===== config.mk =====
export PLATFORM = sky130hd
export DESIGN_NAME = instr_fetch_unit_flat
export DESIGN_NICKNAME = d
export VERILOG_FILES = /design/src/rtl/instr_fetch_unit_if.sv /design/src/rtl/instr_fetch_unit.sv /design/src/flat_wrapper.sv
export SDC_FILE = /design/constraint.sdc
export NUM_CORES = 1
export LEC_CHECK = 0
export ABC_AREA = 1
export CAP_MARGIN = 20
export CORE_AREA = 2 2 62 64
export DETAILED_ROUTE_END_ITERATION = 12
export DIE_AREA = 0 0 64 66
export GPL_TIMING_DRIVEN = 0
export HOLD_SLACK_MARGIN = 0.03
export PLACE_DENSITY = 0.78
export SLEW_MARGIN = 20
export SYNTH_ARGS = -nofsm -noshare
export SYNTH_HDL_FRONTEND = slang
export SYNTH_SLANG_ARGS = --single-unit

===== constraint.sdc =====
create_clock -name clk -period 3.6 [get_ports clk]
set_input_delay 0.36 -clock clk [delete_from_list [all_inputs] [get_ports clk]]
set_output_delay 0.36 -clock clk [all_outputs]
set_load 0.02 [all_outputs]

===== src/rtl/instr_fetch_unit_if.sv =====
// Fetch-unit bus bundle: program-memory read port plus the instruction
// handshake/redirect channel shared with the load-store/jump stage.
interface instr_fetch_unit_if;
    logic [7:0] pm_addr;
    logic       pm_rd_en;
    logic [7:0] pm_data;
    logic [7:0] instruction;
    logic [7:0] address;
    logic       instr_valid;
    logic       instr_ready;
    logic       jump_flag;
    logic [7:0] jump_address;

    modport master (
        output pm_addr, pm_rd_en, instruction, address, instr_valid,
        input  pm_data, instr_ready, jump_flag, jump_address
    );

    modport slave (
        input  pm_addr, pm_rd_en, instruction, address, instr_valid,
        output pm_data, instr_ready, jump_flag, jump_address
    );
endinterface


===== src/rtl/instr_fetch_unit.sv =====
// Front-end fetch: reads opcode/operand byte pairs from synchronous program
// memory, presents them downstream, follows redirects, halts on HALT_OPCODE.
//
// state    | meaning
// REQ_OP   | issue opcode read at pc
// WAIT_OP  | capture opcode, issue operand read at pc+1
// WAIT_ARG | capture operand, advance pc, raise instr_valid
// ISSUE    | present pair; on handshake prefetch next opcode (jump target or pc)
// HALT     | reserved opcode seen, idle until reset
module instr_fetch_unit #(
    parameter logic [7:0] PC_RESET    = 8'h00,
    parameter logic [7:0] HALT_OPCODE = 8'hFF
) (
    input  logic                clk,
    input  logic                rst,
    instr_fetch_unit_if.master  bus,
    output logic [7:0]          pc,
    output logic                halted
);
    typedef enum logic [2:0] {
        REQ_OP   = 3'd0,
        WAIT_OP  = 3'd1,
        WAIT_ARG = 3'd2,
        ISSUE    = 3'd3,
        HALT     = 3'd4
    } state_t;

    state_t     state;
    state_t     state_next;
    logic [7:0] instruction_q;
    logic [7:0] address_q;
    logic       instr_valid_q;
    logic [7:0] fetch_addr;
    logic       fetch_en;
    logic       handshake;

    assign handshake       = (state == ISSUE) && bus.instr_ready;
    assign bus.pm_addr     = fetch_addr;
    assign bus.pm_rd_en    = fetch_en;
    assign bus.instruction = instruction_q;
    assign bus.address     = address_q;
    assign bus.instr_valid = instr_valid_q;

    always_ff @(posedge clk) begin
        if (rst) begin
            state <= REQ_OP;
        end else begin
            state <= state_next;
        end
    end

    always_comb begin
        state_next = state;
        unique case (state)
            REQ_OP:   state_next = WAIT_OP;
            WAIT_OP:  state_next = (bus.pm_data == HALT_OPCODE) ? HALT : WAIT_ARG;
            WAIT_ARG: state_next = ISSUE;
            ISSUE:    state_next = bus.instr_ready ? WAIT_OP : ISSUE;
            HALT:     state_next = HALT;
            default:  state_next = REQ_OP;
        endcase
    end

    // Memory strobe is forced idle while rst is high so no read escapes a reset cycle.
    always_comb begin
        fetch_en   = 1'b0;
        fetch_addr = pc;
        halted     = (state == HALT);
        if (rst) begin
            fetch_addr = PC_RESET;
        end else begin
            unique case (state)
                REQ_OP: begin
                    fetch_en   = 1'b1;
                    fetch_addr = pc;
                end
                WAIT_OP: begin
                    fetch_en   = 1'b1;
                    fetch_addr = pc + 8'd1;
                end
                ISSUE: begin
                    fetch_en   = bus.instr_ready;
                    fetch_addr = (bus.instr_ready && bus.jump_flag) ? bus.jump_address : pc;
                end
                default: begin
                    fetch_en   = 1'b0;
                    fetch_addr = pc;
                end
            endcase
        end
    end

    always_ff @(posedge clk) begin
        if (rst) begin
            pc            <= PC_RESET;
            instruction_q <= 8'h00;
            address_q     <= 8'h00;
            instr_valid_q <= 1'b0;
        end else begin
            unique case (state)
                WAIT_OP: begin
                    instruction_q <= bus.pm_data;
                end
                WAIT_ARG: begin
                    address_q     <= bus.pm_data;
                    pc            <= pc + 8'd2;
                    instr_valid_q <= 1'b1;
                end
                ISSUE: begin
                    if (handshake) begin
                        pc            <= fetch_addr;
                        instr_valid_q <= 1'b0;
                    end
                end
                default: begin
                    instr_valid_q <= 1'b0;
                end
            endcase
        end
    end
endmodule


===== src/flat_wrapper.sv =====
// flat-port wrapper written by rule: the top's interface ports become plain ports
module instr_fetch_unit_flat 
#(
    parameter logic [7:0] PC_RESET    = 8'h00,
    parameter logic [7:0] HALT_OPCODE = 8'hFF
)
  (clk, rst, pc, halted, bus_pm_addr, bus_pm_rd_en, bus_instruction, bus_address, bus_instr_valid, bus_pm_data, bus_instr_ready, bus_jump_flag, bus_jump_address);
  instr_fetch_unit_if bus_i ();
  input  logic clk;
  input  logic rst;
  output logic [7:0] pc;
  output logic halted;
  output wire logic [$bits(bus_i.pm_addr)-1:0] bus_pm_addr;
  output wire logic [$bits(bus_i.pm_rd_en)-1:0] bus_pm_rd_en;
  output wire logic [$bits(bus_i.instruction)-1:0] bus_instruction;
  output wire logic [$bits(bus_i.address)-1:0] bus_address;
  output wire logic [$bits(bus_i.instr_valid)-1:0] bus_instr_valid;
  input wire logic [$bits(bus_i.pm_data)-1:0] bus_pm_data;
  input wire logic [$bits(bus_i.instr_ready)-1:0] bus_instr_ready;
  input wire logic [$bits(bus_i.jump_flag)-1:0] bus_jump_flag;
  input wire logic [$bits(bus_i.jump_address)-1:0] bus_jump_address;
  assign bus_pm_addr = bus_i.pm_addr;
  assign bus_pm_rd_en = bus_i.pm_rd_en;
  assign bus_instruction = bus_i.instruction;
  assign bus_address = bus_i.address;
  assign bus_instr_valid = bus_i.instr_valid;
  assign bus_i.pm_data = bus_pm_data;
  assign bus_i.instr_ready = bus_instr_ready;
  assign bus_i.jump_flag = bus_jump_flag;
  assign bus_i.jump_address = bus_jump_address;
  instr_fetch_unit #(.PC_RESET(PC_RESET), .HALT_OPCODE(HALT_OPCODE)) u_core (.clk(clk), .rst(rst), .bus(bus_i), .pc(pc), .halted(halted));
endmodule

==> results.tsv, run 1 <==
stage	metric	value	unit
finish	n_diodes	0	
setup_path	Crit. Startpoint	u_core.pc[1]$_SDFFE_PP0P_	
timing	final setup TNS	0	ns
timing	final worst-path cycle share	0.804	
clock_network	cts hold-fix bufs	0	
placement	DP Wirelength	3630	µm
finish	Final Cell Area	0.00234	mm²
clock_network	post-cts sizing count	0	
timing	Relative slew margins	0.593	
synth	Synth area leader	dfxtp_1	
synth	Yosys top cell area share	0.333	
clock_network	postcts setup bufs	0	
setup_path	Critical Path Start Type	register	
placement	DP Area	0.00228	mm²
clock_network	CTS tree	built	
placement	final RePlAce weighted congestion	0.932	
setup_path	Worst Path Required	3.24	ns
timing	final hold vios	0	
floorplanning	die width	64	µm
hold_path	min-delay src	u_core.bus.instruction[0]$_SDFFE_PP0P_	
floorplanning	die height	66	µm
floorplanning	row cnt	22	
timing	Tightest Pin Transition	0.611	ns
power	P_leak	1.00	nW
clock_network	clock sinks	28	
synth	Synthesis Warnings	0	
detailed_routing	DR pass1 iterations	5	
global_route	largest net degree at the start of global routing	17	
detailed_routing	Via density	5.27	
clock_network	Max H-tree Level	1	
hold_path	Hold/Removal Path Class	reg2reg	
timing	final-report max-slew violation count	0	
floorplanning	I/O pin total	55	
synth	sequential share of the synthesized area	0.333	
run_status	status	finished, final reports clean	
setup_path	data arrival time of the worst path	2.53	ns
detailed_routing	final WL	5040	µm
clock_network	clock transition at the registers of the reported paths	0.16	ns
finish	final std cells w/o fill	365	
placement	dpl cells	361	
synth	#FFs+latches synth	28	
clock_network	clock buffer depth	2	
setup_path	Crit Path Max Fanout	8	
job	max-cap check violation count	0	
global_route	GR Util All Layers	0.252	
timing	min cycle time layout	2.89	ns
detailed_routing	WL/cell	13.8	µm
synth	Yosys cell types	33	
floorplanning	Initial Utilization	0.474	
setup_path	critical path endpoint category	primary output	
synth	Synth Cell Area	0.00168	mm²
finish	share of cells above drive strength 1	0.0946	
synth	syn avg cell area	6.50	µm²
finish	most common cell after layout, fill and taps aside	nand2_1	
finish	P&R area growth vs syn	38.8	%
timing	unrepaired setup endpoints after global routing	no	
synth	top post-synthesis cells by area	dfxtp_1 (33%), nand2_1 (13%), a21oi_1 (9.5%)	
timing	fmax	346	MHz
setup_path	r2r startpoint	u_core.pc[1]$_SDFFE_PP0P_	
power	Peak VDD IR	169	µV
timing	Setup Skew	0.00506	ns
clock_network	clock latency on the worst-skew pair	0.34	ns
global_route	global-route wire length before repair	8210	µm
finish	fin nets	340	
synth	Syn Inst Count	259	
floorplanning	Die ar.	0.00422	mm²
detailed_routing	Initial DRC Count	120	
placement	I/O Buffers	54	
setup_path	CP Class	reg2out	
synth	syn_nets	281	
finish	most frequent cells in the layout	nand2_1 (60), clkdlybuf4s50_1 (54), nor2_1 (35)	
detailed_routing	vias post-DR	1923	
floorplanning	core area	0.00355	mm²
clock_network	Root Buffer	clkbuf_4	
detailed_routing	DRT antenna net count	0	
global_route	vias in the first global route	1766	
clock_network	total CTS buffers	3	
timing	Setup Viol. Count Final	0	
global_route	initial antenna violation count	0	
power	pwr/cell area	360	mW/mm²
global_route	GRT overflow	0	
power	Power Total	0.841	mW
detailed_routing	# DRC	0	
worst max-delay path, stage by stage (launching register included):
cell             delay [ns]
dfxtp_1                0.53
ha_1                   0.31
nand2_1                0.13
nor2_2                 0.18
nand2_1                0.08
nand2_1                0.06
nand3_1                0.08
a21boi_0               0.20
clkdlybuf4s50_1        0.63
per-layer routing:
layer	up-vias	track usage	share of wire
met5	-	0	0
met2	94	0.428	0.46
met1	850	0.311	0.45
met3	9	0.0443	0.076
met4	0	0.109	0.017
li1	970	-	-
cells in the mapped netlist:
cell,number
nor2_2,2
a21oi_1,32
buf_2,5
nand3_2,1
nand3b_1,1
nand3_1,22
nor2_4,2
xor2_1,1
nand2_1,60
nand4_1,1
nand2_4,2
nor2_1,35
inv_2,4
and2_1,1
dfxtp_1,28
ha_1,2
nor2_8,1
o221a_2,1
o21ai_1,2
buf_4,1
nand2_2,2
inv_4,1
a31oi_1,1
clkbuf_1,3
buf_6,2
o211ai_1,3
a21boi_0,2
or2_2,1
o21ai_2,1
inv_1,17
o22ai_1,1
nor3_1,1
o21ai_0,20
worst paths after layout:
| check | slack [ns] | cells after the start | to |
|---|---|---|---|
| max reg2reg | 1.93 | 9 | u_core.pc[7]$_SDFFE_PP0P_ |
| max | 0.71 | 8 | bus_pm_addr[7] |
| min | 0.47 | 2 | u_core.bus.instruction[0]$_SDFFE_PP0P_ |
| min reg2reg | 0.47 | 2 | u_core.bus.instruction[0]$_SDFFE_PP0P_ |
state kept, by name, summed over array words and instances, names as in the netlist:
register and count:
u_core.bus.instr_valid 1, u_core.pc 8, u_core.state 3, u_core.bus.address 8, u_core.bus.instruction 8
stage by stage:
step	setup WS (ns)	hold slack [ns]	util
6_report	0.707	0.474	0.658
5_1_grt	0.493	0.495	0.658
4_1_cts	0.739	0.479	0.658
3_5_place_dp	0.782	0.459	0.643
3_3_place_gp	0.792	0.451	0.643
2_1_floorplan	1.52	0.477	-
layout make-up:
type,instances,area [µm²]
Buffer,11,66.3
Clock buffer,3,22.5
Clock inverter,1,30.0
Fill cell,316,1210
Inverter,22,85.1
Multi-Input combinational cell,198,972
Sequential cell,28,561
Tap cell,48,60.1
Timing Repair Buffer,54,541
report_power, final:
group / switching [mW] / internal [mW]
combinational: 0.154 / 0.117
clock: 0.101 / 0.113
sequential: 0.0221 / 0.334
total: 0.278 / 0.564
logic make-up after synthesis:
| family | synth area share |
|---|---|
| flops | 0.333 |
| simple gates | 0.355 |
| buf+inv | 0.0899 |
| fa+ha+maj | 0.0149 |
| xor+xnor | 0.00520 |
| compound gates | 0.202 |
(Power assumes the default switching activity.)
==> run 2: changes to the inputs <==
--- a/config.mk
+++ b/config.mk
@@ -7,12 +7,12 @@
 export LEC_CHECK = 0
 export ABC_AREA = 1
 export CAP_MARGIN = 20
-export CORE_AREA = 2 2 62 64
+export CORE_AREA = 2 2 68 70
 export DETAILED_ROUTE_END_ITERATION = 12
-export DIE_AREA = 0 0 64 66
+export DIE_AREA = 0 0 70 72
 export GPL_TIMING_DRIVEN = 0
 export HOLD_SLACK_MARGIN = 0.03
-export PLACE_DENSITY = 0.78
+export PLACE_DENSITY = 0.69
 export SLEW_MARGIN = 20
 export SYNTH_ARGS = -nofsm -noshare
 export SYNTH_HDL_FRONTEND = slang
==> constraint.sdc (replaced) <==
create_clock -name clk -period 2.4 [get_ports clk]
set_input_delay 0.24 -clock clk [delete_from_list [all_inputs] [get_ports clk]]
set_output_delay 0.24 -clock clk [all_outputs]
set_load 0.02 [all_outputs]
==> results.tsv, run 2 (synthesis results as in run 1) <==
stage	metric	value	unit
run_status	status	finished, final reports clean	
finish	fin nets	340	
clock_network	clock transition at the registers of the reported paths	0.09	ns
timing	unrepaired setup endpoints after global routing	no	
floorplanning	core area	0.00426	mm²
power	Sw Ratio	0.338	
hold_path	Hold EP	u_core.bus.instruction[7]$_SDFFE_PP0P_	
finish	Final Cell Area	0.00235	mm²
timing	hold slack final	0.470	ns
finish	most frequent cells in the layout	nand2_1 (60), clkdlybuf4s50_1 (46), nor2_1 (35)	
floorplanning	Die ar.	0.00504	mm²
clock_network	clock latency on the worst-skew pair	0.28	ns
timing	final-report max-slew violation count	0	
power	combinational share of power	0.323	
hold_path	Hold/Removal Path Class	reg2reg	
global_route	initial antenna violation count	0	
power	Power Total	1.24	mW
setup_path	CP Class	in2out	
finish	n_diodes	0	
clock_network	total CTS buffers	3	
setup_path	r2r setup slk	0.92	ns
setup_path	Critical Path Start Type	input pin	
clock_network	cts hold-fix bufs	0	
setup_path	r2r startpoint	u_core.pc[1]$_SDFFE_PP0P_	
timing	min cycle time layout	2.22	ns
placement	I/O Buffers	54	
clock_network	clock sinks	28	
setup_path	Worst R2R End	u_core.pc[7]$_SDFFE_PP0P_	
finish	most common cell after layout, fill and taps aside	nand2_1	
timing	Relative slew margins	0.668	
floorplanning	die width	70	µm
placement	final RePlAce weighted congestion	0.925	
finish	P&R area growth vs syn	39.3	%
job	max-cap check violation count	0	
power	P_leak	1.05	nW
hold_path	min-delay src	u_core.bus.instruction[7]$_SDFFE_PP0P_	
floorplanning	I/O pin total	55	
clock_network	clock buffer depth	2	
power	internal power	0.817	mW
floorplanning	row cnt	24	
timing	fmax	450	MHz
setup_path	data arrival time of the worst path	1.98	ns
clock_network	CTS tree	built	
detailed_routing	WL/cell	13.7	µm
global_route	GRT overflow	0	
power	pwr/cell area	526	mW/mm²
timing	final worst-path cycle share	0.926	
detailed_routing	final WL	5060	µm
timing	Setup Skew	0.00516	ns
global_route	largest net degree at the start of global routing	16	
timing	Setup Viol. Count Final	0	
global_route	vias in the first global route	1655	
global_route	GR Util All Layers	0.202	
placement	DP Wirelength	3700	µm
clock_network	Max H-tree Level	1	
timing	Tightest Pin Transition	0.498	ns
power	Peak VDD IR	402	µV
hold_path	Hold Path Cell Cnt	2	
clock_network	Root Buffer	clkbuf_8	
detailed_routing	Initial DRC Count	160	
floorplanning	die height	72	µm
setup_path	Crit Path Max Fanout	5	
setup_path	Worst Path Required	2.16	ns
power	Psw	0.418	mW
clock_network	postcts setup bufs	0	
detailed_routing	vias post-DR	1894	
setup_path	critical path endpoint category	primary output	
global_route	global-route wire length before repair	8140	µm
detailed_routing	DRT antenna net count	0	
timing	final setup TNS	0	ns
timing	final hold vios	0	
floorplanning	Initial Utilization	0.395	
detailed_routing	DR pass1 iterations	4	
detailed_routing	Via density	5.13	
setup_path	worst r2r path cells	9	
power	Flop pwr share	0.434	
placement	DP Area	0.00229	mm²
finish	share of cells above drive strength 1	0.110	
power	share of total power in the clock network	0.243	
detailed_routing	# DRC	0	
==> run 2: per-stage QoR <==
| stage | util | instances | worst slack, ns |
|---|---|---|---|
| 2_1_floorplan | - | 259 | 0.444 |
| 4_1_cts | 0.549 | 369 | 0.00936 |
| 5_1_grt | 0.550 | 369 | 0.00872 |
| 3_3_place_gp | 0.537 | 365 | -0.105 |
| 6_report | 0.550 | 369 | 0.177 |
| 3_5_place_dp | 0.537 | 365 | -0.114 |
==> run 2: worst max-delay path, stage by stage <==
cell and delay, ns:
clkdlybuf4s50_1 0.60, nand2_1 0.14, inv_1 0.11, o21ai_0 0.08, o21ai_1 0.24, o21ai_0 0.13, nor2_1 0.11, dlygate4sd2_1 0.35
==> run 2: layer usage <==
| metal | GRT usage | part of all wire |
|---|---|---|
| met4 | 0.0662 | 0.025 |
| met1 | 0.273 | 0.45 |
| met3 | 0.0542 | 0.077 |
| met2 | 0.316 | 0.45 |
| met5 | 0 | 0 |
==> run 2: area by class of cell <==
cell class | instances | area, µm²
inverter | 22 | 85.1
clock buffer | 4 | 55.1
sequential | 28 | 564
buffer | 11 | 67.6
fill | 440 | 1920
timing repair buffer | 54 | 534
multi-input combinational | 198 | 975
tap | 52 | 65.1
==> run 2: worst max-delay path by stage <==
stage	from	end	slack, ns	cells after the start
floorplan	u_core.pc[1]$_SDFFE_PP0P_	bus_pm_addr[7]	0.44	7
global placement	rst	bus_pm_addr[1]	-0.11	5
detailed placement	rst	bus_pm_addr[0]	-0.11	5
CTS	u_core.pc[0]$_SDFFE_PP0P_	bus_pm_addr[4]	0.009	8
global route	u_core.pc[1]$_SDFFE_PP0P_	bus_pm_addr[5]	0.009	8
finish	bus_instr_ready	bus_pm_addr[1]	0.18	8
==> run 2: power groups by stage <==
stage	combinational [mW]	clock (mW)	sequential, mW
detailed placement	0.403	0	0.545
finish	0.399	0.300	0.536
CTS	0.399	0.304	0.536
global placement	0.401	0	0.545
floorplan	0.193	0	0.578
global route	0.435	0.329	0.542
==> run 2: what timing repair did <==
action                                  4_1_cts  5_1_grt
resized for setup                            11        2
pin swaps                                     0        0
endpoints found under the setup margin        8        1
